--- src/rtl/dsram_arbiter_if.sv ---
// dsram_arbiter_if
// Bundles the three buses around the data-SRAM arbiter:
//   cpu_*   : memory-access stage request, stall and read-data return
//   dma_*   : DMA/debug master request, grant and read-data return
//   dsram_* : physical single-port SRAM macro (1-cycle read latency)
//   arb_state : debug view of the arbiter state (0 ARB, 1 LOCK)
// Modports:
//   slave  : the arbiter (consumes requests, drives grants and the SRAM)
//   master : the surrounding environment (requesters and SRAM macro)
interface dsram_arbiter_if;
  logic        cpu_cs;
  logic        cpu_we;
  logic [31:0] cpu_addr;
  logic [3:0]  cpu_ben;
  logic [31:0] cpu_wdata;
  logic        cpu_lock;
  logic        cpu_stall;
  logic [31:0] cpu_rdata;

  logic        dma_req;
  logic        dma_we;
  logic [31:0] dma_addr;
  logic [3:0]  dma_ben;
  logic [31:0] dma_wdata;
  logic        dma_gnt;
  logic        dma_rvalid;
  logic [31:0] dma_rdata;

  logic        dsram_cs;
  logic        dsram_we;
  logic [31:0] dsram_addr;
  logic [3:0]  dsram_ben;
  logic [31:0] dsram_wdata;
  logic [31:0] dsram_rdata;

  logic [1:0]  arb_state;

  modport slave (
    input  cpu_cs, cpu_we, cpu_addr, cpu_ben, cpu_wdata, cpu_lock,
    input  dma_req, dma_we, dma_addr, dma_ben, dma_wdata,
    input  dsram_rdata,
    output cpu_stall, cpu_rdata,
    output dma_gnt, dma_rvalid, dma_rdata,
    output dsram_cs, dsram_we, dsram_addr, dsram_ben, dsram_wdata,
    output arb_state
  );

  modport master (
    output cpu_cs, cpu_we, cpu_addr, cpu_ben, cpu_wdata, cpu_lock,
    output dma_req, dma_we, dma_addr, dma_ben, dma_wdata,
    output dsram_rdata,
    input  cpu_stall, cpu_rdata,
    input  dma_gnt, dma_rvalid, dma_rdata,
    input  dsram_cs, dsram_we, dsram_addr, dsram_ben, dsram_wdata,
    input  arb_state
  );
endinterface

--- src/rtl/dsram_arbiter.sv ---
// dsram_arbiter
// Shares the single-port data SRAM between the CPU memory-access stage and a
// DMA/debug master. The CPU normally owns the SRAM; a saturating starvation
// counter forces one DMA slot after STARVE_LIMIT consecutive ungranted DMA
// request cycles. The first half of a misaligned CPU store (cpu_lock) moves
// the arbiter to LOCK so the second half cannot be split by a DMA access.
// Grant and SRAM mux are combinational (same-cycle); DMA read data is steered
// back one cycle after the grant.
// Ports:
//   clk      : core clock, rising edge
//   cpurst_n : asynchronous active-low reset
//   bus      : dsram_arbiter_if.slave (cpu_*, dma_*, dsram_*, arb_state)
// Parameter:
//   STARVE_LIMIT : ungranted DMA cycles before DMA is forced (1..15)
module dsram_arbiter #(
  parameter int STARVE_LIMIT = 8
) (
  input  logic           clk,
  input  logic           cpurst_n,
  dsram_arbiter_if.slave bus
);

  localparam logic [3:0] LIMIT = 4'(STARVE_LIMIT);

  typedef enum logic [1:0] {
    ST_ARB  = 2'd0,
    ST_LOCK = 2'd1
  } state_t;

  typedef enum logic [1:0] {
    OWN_NONE = 2'd0,
    OWN_CPU  = 2'd1,
    OWN_DMA  = 2'd2
  } owner_t;

  state_t     state_q;
  state_t     state_d;
  owner_t     owner;
  logic [3:0] starve_cnt_q;
  logic [3:0] starve_cnt_d;
  logic       rd_dma_p1;

  function automatic logic [3:0] sat_inc(input logic [3:0] v);
    return (v == LIMIT) ? v : v + 4'd1;
  endfunction

  // Stage p0: owner selection, next state, SRAM mux (all combinational)
  always_comb begin
    owner   = OWN_NONE;
    state_d = ST_ARB;
    case (state_q)
      ST_LOCK: owner = OWN_CPU;
      default: begin
        if (bus.dma_req && (!bus.cpu_cs || starve_cnt_q == LIMIT))
          owner = OWN_DMA;
        else if (bus.cpu_cs)
          owner = OWN_CPU;
      end
    endcase
    // LOCK lasts exactly one cycle; cpu_lock seen in LOCK is ignored.
    if (state_q == ST_ARB && owner == OWN_CPU && bus.cpu_lock)
      state_d = ST_LOCK;
  end

  always_comb begin
    starve_cnt_d = sat_inc(starve_cnt_q);
    if (owner == OWN_DMA || !bus.dma_req)
      starve_cnt_d = 4'd0;
  end

  always_comb begin
    bus.dsram_cs    = 1'b0;
    bus.dsram_we    = 1'b0;
    bus.dsram_addr  = 32'd0;
    bus.dsram_ben   = 4'd0;
    bus.dsram_wdata = 32'd0;
    case (owner)
      OWN_CPU: begin
        bus.dsram_cs    = bus.cpu_cs;
        bus.dsram_we    = bus.cpu_we;
        bus.dsram_addr  = bus.cpu_addr;
        bus.dsram_ben   = bus.cpu_ben;
        bus.dsram_wdata = bus.cpu_wdata;
      end
      OWN_DMA: begin
        bus.dsram_cs    = 1'b1;
        bus.dsram_we    = bus.dma_we;
        bus.dsram_addr  = bus.dma_addr;
        bus.dsram_ben   = bus.dma_ben;
        bus.dsram_wdata = bus.dma_wdata;
      end
      default: ;
    endcase
  end

  assign bus.dma_gnt   = (owner == OWN_DMA);
  assign bus.cpu_stall = bus.cpu_cs && (owner != OWN_CPU);
  assign bus.arb_state = state_q;

  // Stage p1: state, starvation counter and DMA read-return flag
  always_ff @(posedge clk or negedge cpurst_n) begin
    if (!cpurst_n) begin
      state_q      <= ST_ARB;
      starve_cnt_q <= 4'd0;
      rd_dma_p1    <= 1'b0;
    end else begin
      state_q      <= state_d;
      starve_cnt_q <= starve_cnt_d;
      rd_dma_p1    <= (owner == OWN_DMA) && !bus.dma_we;
    end
  end

  // SRAM read data arrives one cycle after the grant; the CPU always sees it,
  // the DMA master only when the previous cycle was its read.
  assign bus.cpu_rdata  = bus.dsram_rdata;
  assign bus.dma_rvalid = rd_dma_p1;
  assign bus.dma_rdata  = rd_dma_p1 ? bus.dsram_rdata : 32'd0;

endmodule

--- src/flat_wrapper.sv ---
// flat-port wrapper written by rule: the top's interface ports become plain ports
module dsram_arbiter_flat 
#(
  parameter int STARVE_LIMIT = 8
)
  (clk, cpurst_n, bus_cpu_cs, bus_cpu_we, bus_cpu_addr, bus_cpu_ben, bus_cpu_wdata, bus_cpu_lock, bus_dma_req, bus_dma_we, bus_dma_addr, bus_dma_ben, bus_dma_wdata, bus_dsram_rdata, bus_cpu_stall, bus_cpu_rdata, bus_dma_gnt, bus_dma_rvalid, bus_dma_rdata, bus_dsram_cs, bus_dsram_we, bus_dsram_addr, bus_dsram_ben, bus_dsram_wdata, bus_arb_state);
  dsram_arbiter_if bus_i ();
  input  logic clk;
  input  logic cpurst_n;
  input wire logic [$bits(bus_i.cpu_cs)-1:0] bus_cpu_cs;
  input wire logic [$bits(bus_i.cpu_we)-1:0] bus_cpu_we;
  input wire logic [$bits(bus_i.cpu_addr)-1:0] bus_cpu_addr;
  input wire logic [$bits(bus_i.cpu_ben)-1:0] bus_cpu_ben;
  input wire logic [$bits(bus_i.cpu_wdata)-1:0] bus_cpu_wdata;
  input wire logic [$bits(bus_i.cpu_lock)-1:0] bus_cpu_lock;
  input wire logic [$bits(bus_i.dma_req)-1:0] bus_dma_req;
  input wire logic [$bits(bus_i.dma_we)-1:0] bus_dma_we;
  input wire logic [$bits(bus_i.dma_addr)-1:0] bus_dma_addr;
  input wire logic [$bits(bus_i.dma_ben)-1:0] bus_dma_ben;
  input wire logic [$bits(bus_i.dma_wdata)-1:0] bus_dma_wdata;
  input wire logic [$bits(bus_i.dsram_rdata)-1:0] bus_dsram_rdata;
  output wire logic [$bits(bus_i.cpu_stall)-1:0] bus_cpu_stall;
  output wire logic [$bits(bus_i.cpu_rdata)-1:0] bus_cpu_rdata;
  output wire logic [$bits(bus_i.dma_gnt)-1:0] bus_dma_gnt;
  output wire logic [$bits(bus_i.dma_rvalid)-1:0] bus_dma_rvalid;
  output wire logic [$bits(bus_i.dma_rdata)-1:0] bus_dma_rdata;
  output wire logic [$bits(bus_i.dsram_cs)-1:0] bus_dsram_cs;
  output wire logic [$bits(bus_i.dsram_we)-1:0] bus_dsram_we;
  output wire logic [$bits(bus_i.dsram_addr)-1:0] bus_dsram_addr;
  output wire logic [$bits(bus_i.dsram_ben)-1:0] bus_dsram_ben;
  output wire logic [$bits(bus_i.dsram_wdata)-1:0] bus_dsram_wdata;
  output wire logic [$bits(bus_i.arb_state)-1:0] bus_arb_state;
  assign bus_i.cpu_cs = bus_cpu_cs;
  assign bus_i.cpu_we = bus_cpu_we;
  assign bus_i.cpu_addr = bus_cpu_addr;
  assign bus_i.cpu_ben = bus_cpu_ben;
  assign bus_i.cpu_wdata = bus_cpu_wdata;
  assign bus_i.cpu_lock = bus_cpu_lock;
  assign bus_i.dma_req = bus_dma_req;
  assign bus_i.dma_we = bus_dma_we;
  assign bus_i.dma_addr = bus_dma_addr;
  assign bus_i.dma_ben = bus_dma_ben;
  assign bus_i.dma_wdata = bus_dma_wdata;
  assign bus_i.dsram_rdata = bus_dsram_rdata;
  assign bus_cpu_stall = bus_i.cpu_stall;
  assign bus_cpu_rdata = bus_i.cpu_rdata;
  assign bus_dma_gnt = bus_i.dma_gnt;
  assign bus_dma_rvalid = bus_i.dma_rvalid;
  assign bus_dma_rdata = bus_i.dma_rdata;
  assign bus_dsram_cs = bus_i.dsram_cs;
  assign bus_dsram_we = bus_i.dsram_we;
  assign bus_dsram_addr = bus_i.dsram_addr;
  assign bus_dsram_ben = bus_i.dsram_ben;
  assign bus_dsram_wdata = bus_i.dsram_wdata;
  assign bus_arb_state = bus_i.arb_state;
  dsram_arbiter #(.STARVE_LIMIT(STARVE_LIMIT)) u_core (.clk(clk), .cpurst_n(cpurst_n), .bus(bus_i));
endmodule
--- config.mk ---
export PLATFORM = sky130hd
export DESIGN_NAME = dsram_arbiter_flat
export DESIGN_NICKNAME = d
export VERILOG_FILES = /design/src/rtl/dsram_arbiter_if.sv /design/src/rtl/dsram_arbiter.sv /design/src/flat_wrapper.sv
export SDC_FILE = /design/constraint.sdc
export NUM_CORES = 1
export LEC_CHECK = 0
export CAP_MARGIN = 10
export CORE_AREA = 2 2 122 124
export CTS_CLUSTER_SIZE = 24
export DETAILED_ROUTE_END_ITERATION = 8
export DIE_AREA = 0 0 124 126
export PLACE_DENSITY = 0.57
export SLEW_MARGIN = 20
export SYNTH_ARGS = -nofsm -noshare
export SYNTH_HDL_FRONTEND = slang
export SYNTH_SLANG_ARGS = --single-unit
--- constraint.sdc ---
create_clock -name clk -period 1.8 [get_ports clk]
set_input_delay 0.27 -clock clk [delete_from_list [all_inputs] [get_ports clk]]
set_output_delay 0.27 -clock clk [all_outputs]
set_load 0.005 [all_outputs]
==> out/metrics.yaml, run 1 <==
detailed_routing:
  viasPerCell: 4.21
  wl_per_cell_um: 16.0
  initialDrtViolationCount: 115
  antenna_left: 0
  vias: 3277
  drt-total-wl_um: 12400
  drtPass1Iterations: 4
  drc_errors: 0
min_path:
  hold_class: "primary input to async pin"
placed_design:
  portBuffers: 312
  post-dp-hpwl_um: 8760
  dp_slack_ns: -0.792
  place_area_sq_um: 5040
  routabilityCongestion: 0.821
global_route:
  antenna_found_initial: 0
  grt_max_degree: 38
  grt_overflow: 0
  grtUsageTotal: 0.125
  grt_pass1_vias: 3149
  grt_pass1_wl_um: 15700
outcome:
  violations: "negative setup slack"
  status: "complete, but fails checks"
floorplanning:
  rows: 44
  dieArea_sq_um: 15600
  core_sq_um: 14300
  die_w_um: 124
  ios: 314
  die_y_um: 126
  start_util: 0.123
setup_path:
  critPathCaptureType: "primary output"
  timing.rr.start: "u_core.starve_cnt_q[0]$_DFFE_PN0P_"
  slowest_stage: "dfrtp_1"
  r2r_cells: 13
  r2r-end: "u_core.starve_cnt_q[3]$_DFFE_PN0P_"
  critPathRequiredTime_ns: 1.53
  cp.arrival_ns: 2.29
  start_kind: "flip-flop"
  crit_chain: "inv_1 > ha_2 > nand3b_1 > o22a_1 > ha_4 > buf_12 > buf_12 > buf_6 > buf_6 > buf_6 > nor2_4 > buf_2"
  critPathMaxFanout: 4
  r2r_slack_ns: -0.52
  cpPeakStageDelay_ns: 0.36
  crit_start: "u_core.starve_cnt_q[0]$_DFFE_PN0P_"
  critical_path.most_common_cell: "buf_6"
  path_class: "flip-flop to primary output"
finish:
  final_nets: 777
  fin_area_sq_um: 5780
  drive_gt1_frac: 0.378
  areaGrowthSynthToFinish_pct: 227
  antenna_cells: 0
sta:
  hold_violations: 0
  rsz0062_at_grt: "yes"
  fin_crit_ns: 2.56
  skew_ns: 0.00156
  setup_slack_ns: -0.761
  setup_viol: 77
  timing.final.crit_share: 1.42
  slew_violations: 0
  fmaxAchievable_mhz: 391
  timing.hold.ws_ns: 0.292
clocking:
  cts_hold_buf: 0
  cts-root-buf: "clkbuf_16"
  htreeDepth: 1
  clk-insertion-delay-late_ns: 0.23
  cts_buffers: 3
  clock-sinks: 6
  clk_pin_slew_ns: 0.03
  clockBufferDepth: 2
  cts_tree: "done"
synthesis:
  synth_area_leaders: "a22oi_1 29%, buf_4 15%, nor2_1 15%"
  netlist_area_sq_um: 1770
  synth_top_area_cell: "a22oi_1"
  synth_fp_nets: 448
  synth-seq-cells: 6
  ys_seq_area_frac: 0.0850
  yosysWarnings: 0
  synth.avg_cell_area_sq_um: 6.59
  synth.distinct_cells: 23
  netlist.area_leader.share: 0.293
  synth_cells: 268
flow_run:
  maxCapViolCount: 0
pwr:
  power.density_nw_per_um2: 379
  ir_drop_uv: 222
  p_leak_nw: 2.40
==> area by class of cell <==
type	instances	area, sq um
clock buffers	3	75.1
fillers	1451	8540
inverters	2	7.51
multi-input cells	200	1630
flip-flops and latches	6	150
well taps	184	230
repair buffers	384	3680
==> how the worst max path moves through the flow <==
stage                                endpoint  slack (ns)  depth (start not counted)
after floorplan            bus_dsram_addr[10]        -0.1                          8
after global placement     bus_dsram_wdata[6]       -0.76                          8
after detailed placement   bus_dsram_wdata[6]       -0.79                          8
after CTS                 bus_dsram_wdata[10]       -0.96                          9
after global routing      bus_dsram_wdata[25]       -0.88                         12
final                      bus_dsram_addr[29]       -0.76                         12
==> Yosys cell counts <==
| library cell | n |
|---|---|
| a21o_1 | 1 |
| a21oi_1 | 2 |
| a22oi_1 | 69 |
| and2_1 | 32 |
| and3b_1 | 2 |
| buf_2 | 14 |
| buf_4 | 36 |
| clkbuf_1 | 10 |
| conb_1 | 1 |
| dfrtp_1 | 6 |
| ha_1 | 5 |
| inv_1 | 2 |
| mux2i_1 | 3 |
| nand2b_1 | 1 |
| nand3_1 | 1 |
| nand3b_1 | 5 |
| nor2_1 | 70 |
| nor2b_1 | 2 |
| nor4b_2 | 1 |
| o22a_1 | 1 |
| o22ai_1 | 1 |
| or3b_1 | 2 |
| xnor2_1 | 1 |
==> flip-flops by register name, indices dropped and copies added, names as in the netlist <==
register	flops
u_core.bus.dma_rvalid	1
u_core.starve_cnt_q	4
u_core.bus.arb_state	1
==> repair_timing <==
item / 4_1_cts / 5_1_grt
resized for setup: 170 / 216
pin swaps: 12 / 40
setup buffers: 11 / 29
endpoints found under the hold margin: 0 / 0
endpoints found under the setup margin: 77 / 78
gates cloned: 4 / 7
==> report_power, final <==
| part | leakage (nW) | internal, mW | switching, mW |
|---|---|---|---|
| Sequential | 0.0806 | 0.145 | 0.00424 |
| Combinational | 2.28 | 1.03 | 0.647 |
| Clock | 0.0370 | 0.285 | 0.0755 |
==> critical path: cells and delay by family, from the launching register on <==
| kind | cells | cell delay (ns) |
|---|---|---|
| adders and majority gates | 2 | 0.44 |
| buffers and inverters | 7 | 0.76 |
| AOI/OAI and AO/OA | 1 | 0.25 |
| DFF | 1 | 0.36 |
| and+or+nand+nor | 2 | 0.25 |
==> through the flow <==
step           utilization  cells  TNS [ns]  total power [mW]
4_1_cts              0.367    747    -54.40              1.97
3_5_place_dp         0.352    729    -53.33              1.48
3_3_place_gp         0.352    729    -51.24              1.47
6_report             0.403    779    -48.33              2.19
5_1_grt              0.403    779    -57.58              2.31
2_1_floorplan            -    268     -6.60             0.641
==> routing by layer <==
layer  vias to the layer above  track usage  wire [um]
met5                         -            0          0
met4                         0       0.0185         92
met3                         8       0.0208       1030
met2                       171        0.259       6910
met1                      1531        0.128       4400
li1                       1567            -          -
==> layout by cell type (no fill, tap or decap), drive strengths merged, types with 2 or more instances in the layout <==
cell	n
nor2b	2
a22oi	69
or3b	2
clkdlybuf4s50	240
and2	32
and3b	2
nand3b	5
a21oi	2
buf	134
ha	5
inv	2
dfrtp	6
nor2	70
mux2i	3
clkbuf	13
==> cell families (layout without fill, tap and decap cells) <==
| kind of cell | count (synthesis) | after routing | synth area share |
|---|---|---|---|
| buffers and inverters | 62 | 389 | 0.218 |
| multiplexers | 3 | 3 | 0.0170 |
| other | 1 | 1 | 0.00212 |
| flip-flops | 6 | 6 | 0.0850 |
| AND/OR/NAND/NOR | 116 | 116 | 0.325 |
| adder cells (fa/ha/maj) | 5 | 5 | 0.0354 |
| XOR/XNOR | 1 | 1 | 0.00496 |
| AO/OA/AOI/OAI | 74 | 74 | 0.312 |
(Power assumes the default switching activity.)
==> inputs of run 2 (changes only) <==
--- a/config.mk
+++ b/config.mk
@@ -6,11 +6,11 @@
 export NUM_CORES = 1
 export LEC_CHECK = 0
 export CAP_MARGIN = 10
-export CORE_AREA = 2 2 122 124
+export CORE_AREA = 2 2 121 123
 export CTS_CLUSTER_SIZE = 24
 export DETAILED_ROUTE_END_ITERATION = 8
-export DIE_AREA = 0 0 124 126
-export PLACE_DENSITY = 0.57
+export DIE_AREA = 0 0 123 125
+export PLACE_DENSITY = 0.56
 export SLEW_MARGIN = 20
 export SYNTH_ARGS = -nofsm -noshare
 export SYNTH_HDL_FRONTEND = slang
==> constraint.sdc (replaced) <==
create_clock -name clk -period 3.1 [get_ports clk]
set_input_delay 0.465 -clock clk [delete_from_list [all_inputs] [get_ports clk]]
set_output_delay 0.465 -clock clk [all_outputs]
set_load 0.005 [all_outputs]
==> out/metrics.yaml, run 2 (synthesis gave the netlist of run 1 again) <==
sta:
  setup-tns-final_ns: 0  # +48.33 ns
  timing.final.crit_share: 0.957
  setup_viol: 0  # -100%
  setup_slack_ns: 0.134  # +0.895 ns
  rsz0062_at_grt: "yes"
  relSlewSlack: 0.493
  fin_crit_ns: 2.97
  hold_violations: 0  # unchanged
  skew_ns: 0.00124  # -0.000315 ns
  fmaxAchievable_mhz: 337
  slew_violations: 0  # unchanged
  worst_pin_slew_ns: 0.761
floorplanning:
  start_util: 0.124  # +0.000956
  dieArea_sq_um: 15400  # -1.6%
  core_sq_um: 14200  # -0.77%
  die_w_um: 123  # -0.81%
  die_y_um: 125  # -0.79%
  ios: 314  # unchanged
  rows: 44  # unchanged
clocking:
  clk-insertion-delay-late_ns: 0.23  # about the same
  htreeDepth: 1  # unchanged
  post-cts-setup-buffers: 0  # -11
  ctsResizeCount: 0  # -100%
  clk_pin_slew_ns: 0.03  # about the same
  cts-root-buf: "clkbuf_16"
  cts_tree: "done"
  cts_hold_buf: 0  # unchanged
  clock-sinks: 6  # unchanged
  cts_buffers: 3  # unchanged
  clockBufferDepth: 2  # unchanged
setup_path:
  r2r_slack_ns: 1.07  # +1.59 ns
  cp.arrival_ns: 2.50  # +0.21 ns
  r2r_cells: 8  # -5
  timing.rr.start: "u_core.starve_cnt_q[0]$_DFFE_PN0P_"
  r2r-end: "u_core.starve_cnt_q[3]$_DFFE_PN0P_"
  start_kind: "primary input"
  critPathMaxFanout: 18  # +14
  critPathCaptureType: "primary output"
  path_class: "primary input to primary output"
  crit_start: "bus_dma_req"
  critPathRequiredTime_ns: 2.63  # +1.10 ns
  cp-endpoint: "bus_dsram_wdata[20]"
pwr:
  swShare: 0.302  # -0.0304
  clkPwrFrac: 0.196  # +0.031
  power.density_nw_per_um2: 209  # -45%
  p_leak_nw: 2.04  # -15%
  p_seq_frac: 0.088  # +0.020
  ir_drop_uv: 113  # -49%
  combPwrFrac: 0.716  # -0.051
  p_sw_mw: 0.319  # -56%
  intPower_mw: 0.740  # -49%
detailed_routing:
  initialDrtViolationCount: 124  # +7.8%
  antenna_left: 0  # unchanged
  drt-total-wl_um: 11400  # -8.0%
  wl_per_cell_um: 15.9  # -0.63%
  drc_errors: 0  # unchanged
  vias: 3006  # -8.3%
  viasPerCell: 4.17  # -0.89%
  drtPass1Iterations: 4  # unchanged
global_route:
  grt_pass1_vias: 3121  # -0.89%
  grt_overflow: 0  # unchanged
  grt_pass1_wl_um: 16400  # +4.9%
  grtUsageTotal: 0.135  # +0.0108
  grt_max_degree: 41  # +7.9%
  antenna_found_initial: 0  # unchanged
placed_design:
  post-dp-hpwl_um: 9540  # +8.9%
  dp_slack_ns: 0.0318  # +0.824 ns
  routabilityCongestion: 0.929  # +13%
  portBuffers: 312  # unchanged
  place_area_sq_um: 4890  # -3.0%
min_path:
  hold_class: "primary input to async pin"
finish:
  antenna_cells: 0  # unchanged
  final_nets: 719  # -7.5%
  drive_gt1_frac: 0.0447  # -0.333
  final_common_cell: "clkdlybuf4s50_1"
  areaGrowthSynthToFinish_pct: 187
  fin_area_sq_um: 5070  # -12%
  layout_common_cells: "304 x clkdlybuf4s50_1, 70 x nor2_1, 68 x a22oi_1"
  regMostFlops: "u_core.starve_cnt_q"
  largest_reg_flops: 4  # unchanged
flow_run:
  maxCapViolCount: 0  # unchanged
outcome:
  status: "finished, final reports clean"
[run 2: cell count changes in the layout (fill, tap and decap cells not counted), moves of 5 or more]
| cell | delta |
|---|---|
| nor2_2 | -16 |
| buf_12 | -5 |
| buf_8 | -8 |
| nor2_1 | +28 |
| clkbuf_2 | -7 |
| buf_4 | -16 |
| buf_6 | -27 |
| a22oi_1 | +42 |
| nor2_4 | -12 |
| clkdlybuf4s50_1 | +64 |
| buf_2 | -64 |
| dlymetal6s2s_1 | +8 |
| a22oi_2 | -42 |
[run 2: metal layers]
layer / vias to the layer above / part of all wire / track usage
met3: 20 / 0.086 / 0.0315
met2: 175 / 0.53 / 0.259
met1: 1364 / 0.36 / 0.147
met4: 0 / 0.027 / 0.0341
li1: 1447 / - / -
met5: - / 0 / 0
[run 2: worst min-delay path by stage]
| stage | slack (ns) | startpoint | endpoint | cells past startpoint |
|---|---|---|---|---|
| 6_report | 0.50 | cpurst_n | u_core.bus.arb_state[0]$_DFF_PN0_ | 1 |
| 5_1_grt | 0.52 | cpurst_n | u_core.starve_cnt_q[2]$_DFFE_PN0P_ | 1 |
| 3_3_place_gp | 0.56 | u_core.starve_cnt_q[3]$_DFFE_PN0P_ | u_core.starve_cnt_q[3]$_DFFE_PN0P_ | 2 |
| 3_5_place_dp | 0.58 | u_core.starve_cnt_q[3]$_DFFE_PN0P_ | u_core.starve_cnt_q[3]$_DFFE_PN0P_ | 2 |
| 2_1_floorplan | 0.17 | cpurst_n | u_core.bus.arb_state[0]$_DFF_PN0_ | 0 |
| 4_1_cts | 0.51 | cpurst_n | u_core.bus.arb_state[0]$_DFF_PN0_ | 1 |
[run 2: final cells by class]
class	count	area, sq um
flip-flops and latches	6	151
inverters	2	7.51
fillers	1441	9130
clock buffers	3	75.1
multi-input cells	200	1270
repair buffers	326	3340
well taps	184	230
[run 2: power by group through the flow]
| stage | combinational (mW) | sequential (mW) | clock (mW) |
|---|---|---|---|
| 2_1_floorplan | 0.242 | 0.0896 | 0 |
| 3_3_place_gp | 0.745 | 0.0931 | 0 |
| 3_5_place_dp | 0.747 | 0.0935 | 0 |
| 4_1_cts | 0.752 | 0.0925 | 0.215 |
| 5_1_grt | 0.817 | 0.0945 | 0.221 |
| 6_report | 0.758 | 0.0928 | 0.208 |
[run 2: worst max-delay path, stage by stage]
cell and delay [ns]:
clkdlybuf4s50_1 0.48, nand2b_1 0.14, o22ai_2 0.22, ha_4 0.27, clkbuf_16 0.21, a22oi_1 0.09, nor2_1 0.10, clkdlybuf4s50_1 0.52
[run 2: per-stage QoR]
step           hold slack (ns)  utilization  total power [mW]  instances
2_1_floorplan            0.169            -             0.331        268
3_3_place_gp             0.564        0.344             0.838        716
3_5_place_dp             0.582        0.344             0.841        716
4_1_cts                  0.511        0.349              1.06        719
5_1_grt                  0.522        0.357              1.13        721
6_report                 0.501        0.357              1.06        721
